File: src/rtl/axi_tdd_ng_sync_gen.sv
`default_nettype none
// ============================================================================
// Module   : axi_tdd_ng_sync_gen
// Brief    : Merges external, internal periodic and software sync sources into
//            a single-cycle tdd_sync pulse, a stretched sync_out and a counter.
// Revision : 1.0 - initial release
// ============================================================================
module axi_tdd_ng_sync_gen #(
  parameter int SYNC_COUNT_WIDTH  = 64,
  parameter int SYNC_EXTERNAL_CDC = 1,
  parameter int SYNC_OUT_WIDTH    = 4
) (
  input  logic                        clk,
  input  logic                        resetn,
  input  logic                        sync_in,
  input  logic                        tdd_enable,
  input  logic                        tdd_sync_ext,
  input  logic                        tdd_sync_int,
  input  logic                        tdd_sync_soft,
  input  logic [SYNC_COUNT_WIDTH-1:0] tdd_sync_period,
  output logic                        tdd_sync,
  output logic                        sync_out,
  output logic [31:0]                 tdd_sync_count
);

  localparam int STR_W = (SYNC_OUT_WIDTH > 1) ? $clog2(SYNC_OUT_WIDTH) : 1;
  localparam logic [SYNC_COUNT_WIDTH-1:0] c_cnt_one  = SYNC_COUNT_WIDTH'(1);
  localparam logic [STR_W-1:0]            c_str_load = STR_W'(SYNC_OUT_WIDTH - 1);
  localparam logic [STR_W-1:0]            c_str_one  = STR_W'(1);

  logic                        w_ext_rise;
  logic                        w_ext_evt;
  logic                        w_soft_evt;
  logic                        w_int_run;
  logic                        w_int_evt;
  logic                        r_soft_ff1;
  logic                        r_soft_ff2;
  logic [SYNC_COUNT_WIDTH-1:0] r_int_cnt;
  logic [STR_W-1:0]            r_str_cnt;

  // Synchronizer and edge history run regardless of enable, so a level that
  // is already high when the source gets enabled never looks like an edge.
  generate
    if (SYNC_EXTERNAL_CDC != 0) begin : g_ext_cdc
      logic r_ff1, r_ff2, r_ff3;
      always_ff @(posedge clk or negedge resetn) begin
        if (!resetn) begin
          r_ff1 <= 1'b0;
          r_ff2 <= 1'b0;
          r_ff3 <= 1'b0;
        end else begin
          r_ff1 <= sync_in;
          r_ff2 <= r_ff1;
          r_ff3 <= r_ff2;
        end
      end
      assign w_ext_rise = r_ff2 & ~r_ff3;
    end else begin : g_ext_direct
      logic r_ff1, r_ff2;
      always_ff @(posedge clk or negedge resetn) begin
        if (!resetn) begin
          r_ff1 <= 1'b0;
          r_ff2 <= 1'b0;
        end else begin
          r_ff1 <= sync_in;
          r_ff2 <= r_ff1;
        end
      end
      assign w_ext_rise = r_ff1 & ~r_ff2;
    end
  endgenerate

  always_ff @(posedge clk or negedge resetn) begin
    if (!resetn) begin
      r_soft_ff1 <= 1'b0;
      r_soft_ff2 <= 1'b0;
    end else begin
      r_soft_ff1 <= tdd_sync_soft;
      r_soft_ff2 <= r_soft_ff1;
    end
  end

  assign w_ext_evt  = w_ext_rise & tdd_sync_ext & tdd_enable;
  assign w_soft_evt = r_soft_ff1 & ~r_soft_ff2 & tdd_enable;
  assign w_int_run  = tdd_enable & tdd_sync_int & (|tdd_sync_period);
  // >= lets a period shrunk below the running count fire and wrap at once.
  assign w_int_evt  = w_int_run & (r_int_cnt >= (tdd_sync_period - c_cnt_one));

  always_ff @(posedge clk or negedge resetn) begin
    if (!resetn) begin
      r_int_cnt <= '0;
    end else if (!w_int_run || w_int_evt || w_ext_evt || w_soft_evt) begin
      r_int_cnt <= '0;
    end else begin
      r_int_cnt <= r_int_cnt + c_cnt_one;
    end
  end

  always_ff @(posedge clk or negedge resetn) begin
    if (!resetn) begin
      tdd_sync       <= 1'b0;
      tdd_sync_count <= 32'd0;
    end else if (!tdd_enable) begin
      tdd_sync       <= 1'b0;
      tdd_sync_count <= 32'd0;
    end else begin
      tdd_sync <= w_ext_evt | w_soft_evt | w_int_evt;
      if (tdd_sync) begin
        tdd_sync_count <= tdd_sync_count + 32'd1;
      end
    end
  end

  always_ff @(posedge clk or negedge resetn) begin
    if (!resetn) begin
      r_str_cnt <= '0;
      sync_out  <= 1'b0;
    end else if (!tdd_enable) begin
      r_str_cnt <= '0;
      sync_out  <= 1'b0;
    end else if (tdd_sync) begin
      r_str_cnt <= c_str_load;
      sync_out  <= 1'b1;
    end else if (r_str_cnt != '0) begin
      r_str_cnt <= r_str_cnt - c_str_one;
      sync_out  <= 1'b1;
    end else begin
      sync_out  <= 1'b0;
    end
  end

endmodule
`default_nettype wire
File: config.mk
export PLATFORM = sky130hd
export DESIGN_NAME = axi_tdd_ng_sync_gen
export DESIGN_NICKNAME = d
export VERILOG_FILES = /design/src/rtl/axi_tdd_ng_sync_gen.sv
export SDC_FILE = /design/constraint.sdc
export NUM_CORES = 1
export LEC_CHECK = 0
export BUFFER_PORTS_ARGS = -buffer_cell sky130_fd_sc_hd__buf_4
export CAP_MARGIN = 0
export CORE_MARGIN = 3
export CORE_UTILIZATION = 60
export CTS_CLUSTER_SIZE = 10
export DETAILED_ROUTE_END_ITERATION = 10
export GPL_TIMING_DRIVEN = 0
export PLACE_DENSITY = 0.83
export SLEW_MARGIN = 25
export SYNTH_ARGS = -nofsm -noshare
export SYNTH_HDL_FRONTEND = slang
export SYNTH_SLANG_ARGS = --single-unit
File: constraint.sdc
create_clock -name clk -period 4.9 [get_ports clk]
set_input_delay 0.245 -clock clk [delete_from_list [all_inputs] [get_ports clk]]
set_output_delay 0.245 -clock clk [all_outputs]
set_load 0.1 [all_outputs]
# Yosys cells after proc, flatten, opt, wreduce, memory -nomap -nowiden

Cells that the tools add are included.

Add/sub/neg operators: 4
Equal/unequal tests: 2
Reductions and logical operators: 6
Magnitude comparators: 1
Bitwise operators: 12
Multiplexer cells: 10

Operators by type and width:

| kind                                                | number |
|---|---|
| adder 64 x 1 -> 64 bit (second input constant)      | 1 |
| >= comparator 64 bit                                | 1 |
| two-way mux 32 bit                                  | 2 |
| two-way mux 64 bit                                  | 1 |
| OR reduction 64 bit                                 | 1 |
| subtractor 64 x 1 -> 64 bit (second input constant) | 1 |
| adder 32 x 1 -> 32 bit (second input constant)      | 1 |
| bitwise AND 1 bit                                   | 8 |
| two-way mux 2 bit                                   | 3 |
| two-way mux 1 bit                                   | 4 |
| logical OR 1 bit                                    | 3 |
| != test 3 x 1 -> 1 bit (second input constant)      | 1 |
| != test 2 x 1 -> 1 bit (second input constant)      | 1 |
| NOT 1 bit                                           | 2 |
| bitwise OR 1 bit                                    | 2 |
| nonzero test 2 bit                                  | 1 |
| subtractor 2 x 1 -> 2 bit (second input constant)   | 1 |
| zero test 1 bit                                     | 1 |

Logic and storage cells: 45
Input bits: 71
Flip-flop bits (word level): 105
Output and inout port bits: 34

# Longest topological paths before layout

Gate-level depths: netlist of run 1.

Depth after elaboration: 7
Depth in mapped cells: 16
Gate-level depth less buffers: 15

# Worst setup path before layout of run 1

No wires, ideal clock.

Kind: in2reg
Start point: input port tdd_sync_period[39]
End point: register r_int_cnt[11]
Stages on the path: 14
Data required time: 4.814 ns
Arrival: 4.215 ns
Slack: 0.599 ns
Library setup time: 0.086 ns
Path buffers: 1
Cells stage by stage: or4_1 -> nor3_1 -> nand3_1 -> or3_4 -> or4_1 -> xor2_1 -> ha_1 -> and2_0 -> a221o_1 -> a2111oi_0 -> and3_1 -> o2111ai_2 -> buf_6 -> nor3_1

Word-level cells in the longest chain between the ends: 7
Elaborated cells between the ends (all ways): 10
Classes of those cells: add/sub (1); order compare (1); mux (1); bitwise (2); reduce/logical (5)

RTL lines:

| what                                                               | line   | source |
|---|---|---|
| start: declaration                                                 | 20     | `input logic [SYNC_COUNT_WIDTH-1:0] tdd_sync_period,` |
| subtractor 64 x 1 -> 64 bit or OR reduction 64 bit (tied branches) | 87, 85 |  |
| >= comparator 64 bit or bitwise AND 1 bit (tied branches)          | 87, 85 |  |
| bitwise AND 1 bit or zero test 1 bit (tied branches)               | 87, 92 |  |
| logical OR 1 bit (*) (3 in a row)                                  | 92     | `end else if (!w_int_run \|\| w_int_evt \|\| w_ext_evt \|\| w_soft_evt) begin` |
| two-way mux 64 bit (*)                                             | 92     |  |
| end signal: assignment                                             | 95     | `r_int_cnt <= r_int_cnt + c_cnt_one;` |
| end: declaration                                                   | 38     | `logic [SYNC_COUNT_WIDTH-1:0] r_int_cnt;` |

Mark *: on every way between the ends. The rest lies on a longest branch, timed or not.
A chain may end at the register's enable or synchronous reset.

# Final worst setup path of run 1

Start point: input port tdd_sync_period[18]
End point: register r_int_cnt[54]

Same word-level chain as after synthesis.

==> results by group, run 1 <==
Global routing
  – Grt total ovfl: 0
  – Vias in the first global route: 6710
  – Largest net degree at the start of global routing: 106
  – First-pass GRT wire length: 31700 um
  – Initial antenna violation count: 0
  – Total GRT Usage: 26.89%

Worst setup path
  – Max FO, Critical Path: 10
  – FF-to-FF End: r_int_cnt[13]$_DFF_PN0_
  – Crit path DAT: 4.90 ns
  – CP Class: input port to register
  – Cells along the critical path: buf_4 > or4_4 > nor4b_4 > nand3_2 > or3_4 > or4_4 > xor2_1 > ha_1 > nand4_1 > nor4_1 > and4_1 > inv_1 > o22ai_2 > clkbuf_2 > nor3_1
  – Slowest stage delay, CP: 0.55 ns
  – Delay-heaviest family, CP: simple AND/OR/NAND/NOR gates
  – Cell mode on critical path: or4_4
  – Critical R2R Launch: r_int_cnt[36]$_DFF_PN0_
  – CP max-delay cell: or4_4
  – Reg2Reg Setup Slack: 1.90 ns
  – Worst setup SP type: input port
  – CP endpoint kind: register
  – Worst path required time: 5.12 ns
  – CP bufs+invs: 3
  – Cells on worst reg2reg path: 8

Hold path
  – Hold Crit Class: input port to async pin

Timing
  – Slew HR: 36.51%
  – Slew @ Worst Pin: 0.9451 ns
  – Setup tns final: 0 ns
  – Final Hold Viols: 8
  – Clk_skew: 0.008739 ns
  – Slew Viols, Final: 0
  – RSZ-0062 raised after global routing: false
  – Min Tclk post-route: 4.672 ns
  – Period utilization: 95.34%
  – Hold_ws: -0.004062 ns
  – Max Clk Rate: 214.1 MHz
  – Setup-failing EPs final: 0

Floorplan
  – Starting Density: 62.95%
  – Die height: 119.7 um
  – Boundary Pins: 105
  – Core Area: 12310 um2
  – Chip Width: 119.7 um
  – Die ar.: 14320 um2
  – Rows: 40

Power
  – Maximum VDD drop: 178.7 uV
  – Pleak: 3.723 nW
  – Pwr per Cell Area: 203.5 nW/um2

Synth
  – Synth warn: 0
  – Top post-synthesis cells by area: dfrtp_1 34%, ha_1 11%, xnor2_1 11%
  – Most frequent cells after synthesis: 109 x nor3_1, 105 x dfrtp_1, 95 x xnor2_1, 69 x nand2_1, 69 x nor2_1
  – FF+latch count, synth: 105
  – Simple-Gate Fraction of Synth Area: 30.11%
  – Count leader, synth: nor3_1
  – Synth async-reset ratio: 100.0%
  – Netlist Area Pre-Place: 7750 um2
  – Syn_nets: 1004
  – Largest area contributor in the netlist: dfrtp_1
  – Mux cell area share after synthesis: 0.1292%
  – Share of the synthesized area in the top cell type: 33.90%
  – Mapped Cells: 865
  – Main synth FF type: dfrtp_1
  – Adder-cell share of the synthesized area: 10.98%
  – Mean post-synth cell area: 8.959 um2
  – Combinational family with the most area after synthesis: simple AND/OR/NAND/NOR gates
  – Post-Synth XOR/XNOR Area: 16.84%
  – Synth cell types: 53
  – Register area share after synthesis: 33.90%
  – Post-synthesis compound-gate area fraction: 5.715%
  – Post-synth EDFFs: 0

Detailed routing
  – Iteration-0 DRC Markers: 569
  – Wire per inst: 16.59 um
  – Drt drc: 0
  – Vias per inst: 6.028
  – Drt first pass iters: 5
  – DRT antenna net count: 0
  – Wirelength, routed: 19210 um
  – Via count: 6980

CTS
  – H-Tree Level Count: 3
  – TritonCTS clock tree: done
  – # clock sinks: 105
  – Cts bufs inserted: 9
  – Worst-Skew Late Latency: 0.35 ns
  – Reg clk slew, reported paths: 0.07 ns
  – Root Buffer: clkbuf_16
  – Clk buf depth: 2

Placed design
  – Placed standard-cell area: 8757 um2
  – GP Congestion: 0.9017
  – Detail Placement HPWL: 14240 um
  – I/O Buffers: 104
  – Placed Cells: 1137

Layout
  – Antenna cell count: 0
  – Fin cells: 1158
  – Filler cell count: 945
  – Nets@finish: 1124
  – Final instance area: 9154 um2
  – Sequential cell area: 2628 um2
  – Synth-to-Final Area Change: 18.11%
  – Share of layout cells above drive strength 1: 15.76%
  – Largest registers: r_int_cnt x64, tdd_sync_count x32, r_str_cnt x2
  – Biggest register: r_int_cnt
  – Area of the multi-input gates: 5006 um2
  – Largest register FFs: 64

Run status
  – Status: finished, violations left
  – Failing checks: negative hold slack

Job
  – Max Cap Viol: 0
-- area by class of cell --
type                            count  area share, %
Buffer                             20          1.394
Clock buffer                       11          2.542
Inverter                           16         0.6561
Timing Repair Buffer              109          9.008
Sequential cell                   105          28.70
Tap cell                          168          2.296
Multi-Input combinational cell    724          54.69
Clock inverter                      5         0.7108
-- layer usage --
layer,routed length [um],part of all wire (%),up-vias,GRT usage [%]
met4,391,2.0,0,8.375
met1,8386,44,3371,35.57
met2,9454,49,206,45.44
met3,980,5.1,34,4.336
met5,0,0,-,0
li1,-,-,3369,-
-- kinds of logic after synthesis --
kind of cell,count (synthesis)
buffers and inverters,36
adder cells (fa/ha/maj),68
flip-flops,105
multiplexers,1
AO/OA/AOI/OAI,70
AND/OR/NAND/NOR,436
XOR/XNOR,149
-- power by group --
| part | switching, W | leakage (nW) | internal [W] |
|---|---|---|---|
| registers | 0.00000671 | 1.45 | 0.000879 |
| clock network | 0.000330 | 0.138 | 0.000401 |
| logic | 0.000143 | 2.13 | 0.000104 |
-- worst register-to-register path, delay by kind of cell, from the launching register on --
| family | cells | cell delay (ns) |
|---|---|---|
| DFF | 1 | 0.46 |
| buffers and inverters | 1 | 0.23 |
| adders and majority gates | 1 | 0.32 |
| AOI/OAI and AO/OA | 2 | 0.68 |
| and+or+nand+nor | 4 | 1.19 |
-- repair_timing --
item,in CTS,in global routing
hold endpoints to repair,1,0
setup buffers,2,2
endpoints found under the setup margin,64,64
hold buffers,1,0
pin swaps,1,1
gates resized for setup,2,18
-- how the worst max path moves through the flow --
| stage | start | to | depth (start not counted) |
|---|---|---|---|
| 5_1_grt | tdd_sync_period[0] | r_int_cnt[54]$_DFF_PN0_ | 18 |
| 3_3_place_gp | tdd_sync_period[0] | r_int_cnt[31]$_DFF_PN0_ | 17 |
| 2_1_floorplan | tdd_sync_period[39] | r_int_cnt[11]$_DFF_PN0_ | 14 |
| 6_report | tdd_sync_period[18] | r_int_cnt[54]$_DFF_PN0_ | 15 |
| 4_1_cts | tdd_sync_period[39] | r_int_cnt[46]$_DFF_PN0_ | 15 |
| 3_5_place_dp | tdd_sync_period[0] | r_int_cnt[46]$_DFF_PN0_ | 17 |
-- per-stage QoR --
step / setup slack [ns] / utilization, % / power [W]
2_1_floorplan: 0.5985 / - / 0.001031
3_3_place_gp: -0.8307 / 71.00 / 0.001136
3_5_place_dp: -0.9091 / 71.13 / 0.001146
4_1_cts: 0.06150 / 73.85 / 0.001866
5_1_grt: 0.03352 / 74.35 / 0.001933
6_report: 0.2284 / 74.35 / 0.001863
-- layout by cell type, fill, tap and decap left out, types with 6 or more instances in the layout --
cell and instances:
a21o_1 6, clkbuf_2 6, nor2_1 69, nand2b_1 7, o21ai_0 15, or3_1 15, buf_6 7, xor2_1 54
nor4_1 23, clkbuf_1 10, and2_1 7, a21oi_1 28, inv_1 15, ha_1 68, and4_1 14, nor4_2 7
nand4_1 33, buf_4 107, xnor2_1 95, dfrtp_1 105, and3_1 17, nor3_1 107, clkbuf_16 9, nand3_1 38
or4_1 8, nand2_1 69
(Power assumes the default switching activity.)
==> run 2: changes to the inputs <==
Settings changed: HOLD_SLACK_MARGIN from default to 0.08.
==> results by group, run 2 (synthesized netlist as in run 1, its figures left out) <==
Global routing
  – First-pass GRT wire length: 31800 um
  – Vias in the first global route: 6720
  – Initial antenna violation count: 0
  – Grt total ovfl: 0
  – Largest net degree at the start of global routing: 106
  – Total GRT Usage: 26.98%

CTS
  – Root Buffer: clkbuf_16
  – Worst-Skew Late Latency: 0.34 ns
  – Clk buf depth: 2
  – # clock sinks: 105
  – H-Tree Level Count: 3
  – Cts bufs inserted: 9
  – TritonCTS clock tree: done
  – Reg clk slew, reported paths: 0.07 ns

Power
  – Pleak: 3.731 nW
  – Internal Power: 0.001385 W
  – Clock power share: 39.2%
  – Combinational share of power: 13.3%
  – Sw frac: 25.68%
  – Sequential power share: 47.5%
  – Maximum VDD drop: 176.7 uV
  – Sw power: 0.0004783 W
  – Total power: 0.001863 W
  – Pwr per Cell Area: 203.1 nW/um2

Timing
  – Final Hold Viols: 0
  – Slew HR: 32.42%
  – Setup-failing EPs final: 0
  – Slew @ Worst Pin: 1.006 ns
  – Period utilization: 95.67%
  – Min Tclk post-route: 4.688 ns
  – RSZ-0062 raised after global routing: false
  – Clk_skew: 0.007707 ns
  – Slew Viols, Final: 0
  – Max Clk Rate: 213.3 MHz

Floorplan
  – Rows: 40
  – Die height: 119.7 um
  – Boundary Pins: 105
  – Core Area: 12310 um2
  – Chip Width: 119.7 um
  – Starting Density: 62.95%
  – Die ar.: 14320 um2

Detailed routing
  – Wirelength, routed: 19290 um
  – DRT antenna net count: 0
  – Via count: 7031
  – Wire per inst: 16.63 um
  – Vias per inst: 6.061
  – Iteration-0 DRC Markers: 569
  – Drt first pass iters: 6
  – Drt drc: 0

Layout
  – Nets@finish: 1126
  – Sequential cell area: 2628 um2
  – Filler cell count: 942
  – Fin cells: 1160
  – Antenna cell count: 0
  – Largest register FFs: 64
  – Most frequent cells in the layout: 107 x nor3_1, 107 x buf_4, 105 x dfrtp_1
  – Area of the multi-input gates: 5006 um2
  – Biggest register: r_int_cnt
  – Util after Layout: 74.51%
  – Synth-to-Final Area Change: 18.37%
  – Share of layout cells above drive strength 1: 15.73%
  – Largest registers: r_int_cnt x64, tdd_sync_count x32, r_str_cnt x2

Run status
  – Status: finished clean

Worst setup path
  – CP endpoint kind: register
  – Worst path required time: 5.12 ns
  – Worst setup SP type: input port
  – Cells on worst reg2reg path: 8
  – Crit path DAT: 4.91 ns
  – Max FO, Critical Path: 10
  – CP Class: input port to register

Placed design
  – Placed Cells: 1137
  – Detail Placement HPWL: 14240 um
  – GP Congestion: 0.9017
  – I/O Buffers: 104

Hold path
  – Hold Crit Class: input port to register
  – Worst Hold Depth: 2

Job
  – Max Cap Viol: 0
==> run 2: layer usage <==
metal  wire length [um]  global-route usage, %  vias to the layer above
met1               8364                  35.69                     3399
met5                  0                      0                        -
met3               1042                  4.288                       31
li1                   -                      -                     3379
met4                364                  8.375                        0
met2               9516                  45.66                      222
==> run 2: area by class of cell <==
class                   instances  share of cell area [%]
multi-input cells             724                   54.57
flip-flops and latches        105                   28.64
repair buffers                111                   9.206
clock buffers                  11                   2.537
well taps                     168                   2.291
plain buffers                  20                   1.391
clock inverters                 5                  0.7092
inverters                      16                  0.6547
==> run 2: power by group through the flow <==
stage | registers, W | clock network, W | logic [W]
after floorplan | 0.000922 | 0 | 0.000109
after global placement | 0.000902 | 0 | 0.000235
after detailed placement | 0.000902 | 0 | 0.000243
after CTS | 0.000885 | 0.000736 | 0.000246
after global routing | 0.000887 | 0.000772 | 0.000277
final | 0.000885 | 0.000730 | 0.000248
==> run 2: path summary, 6_finish.rpt <==
check	start	to	slack (ns)
worst max-delay path	tdd_sync_period[18]	r_int_cnt[9]$_DFF_PN0_	0.21
worst min-delay path	tdd_enable	tdd_sync_count[11]$_DFFE_PN0P_	0.21
worst max register to register	r_int_cnt[36]$_DFF_PN0_	r_int_cnt[9]$_DFF_PN0_	1.88
worst min register to register	g_ext_cdc.r_ff1$_DFF_PN0_	g_ext_cdc.r_ff2$_DFF_PN0_	0.35
max in group asynchronous	resetn	r_int_cnt[24]$_DFF_PN0_	3.66
min in group asynchronous	resetn	r_int_cnt[11]$_DFF_PN0_	0.57
==> run 2: what timing repair did <==
item / CTS / global route
gates resized for setup: 2 / 18
setup endpoints to repair: 64 / 64
pin swaps: 1 / 1
setup buffers: 2 / 2
hold buffers: 3 / 0
hold endpoints to repair: 107 / 0
==> run 2: critical path, cell delays in order <==
cell and delay [ns]:
buf_4 0.13, or4_4 0.55, nor4b_4 0.30, nand3_2 0.26, or3_4 0.46, or4_4 0.55
xor2_1 0.16, ha_1 0.31, nand4_1 0.12, nor4_1 0.42, and4_1 0.33, inv_1 0.11
o22ai_2 0.47, clkbuf_2 0.35, nor3_1 0.10
==> run 2: stage by stage <==
step                      setup WS [ns]  area, um2  TNS (ns)  hold WS [ns]
after floorplan                  0.5985       7750         0      -0.05059
after global placement          -0.8307       8741    -50.56        0.3337
after detailed placement        -0.9091       8757    -54.02        0.3347
after CTS                       0.06150       9112         0        0.1950
after global routing            0.01120       9174         0        0.2090
final                            0.2121       9174         0        0.2090
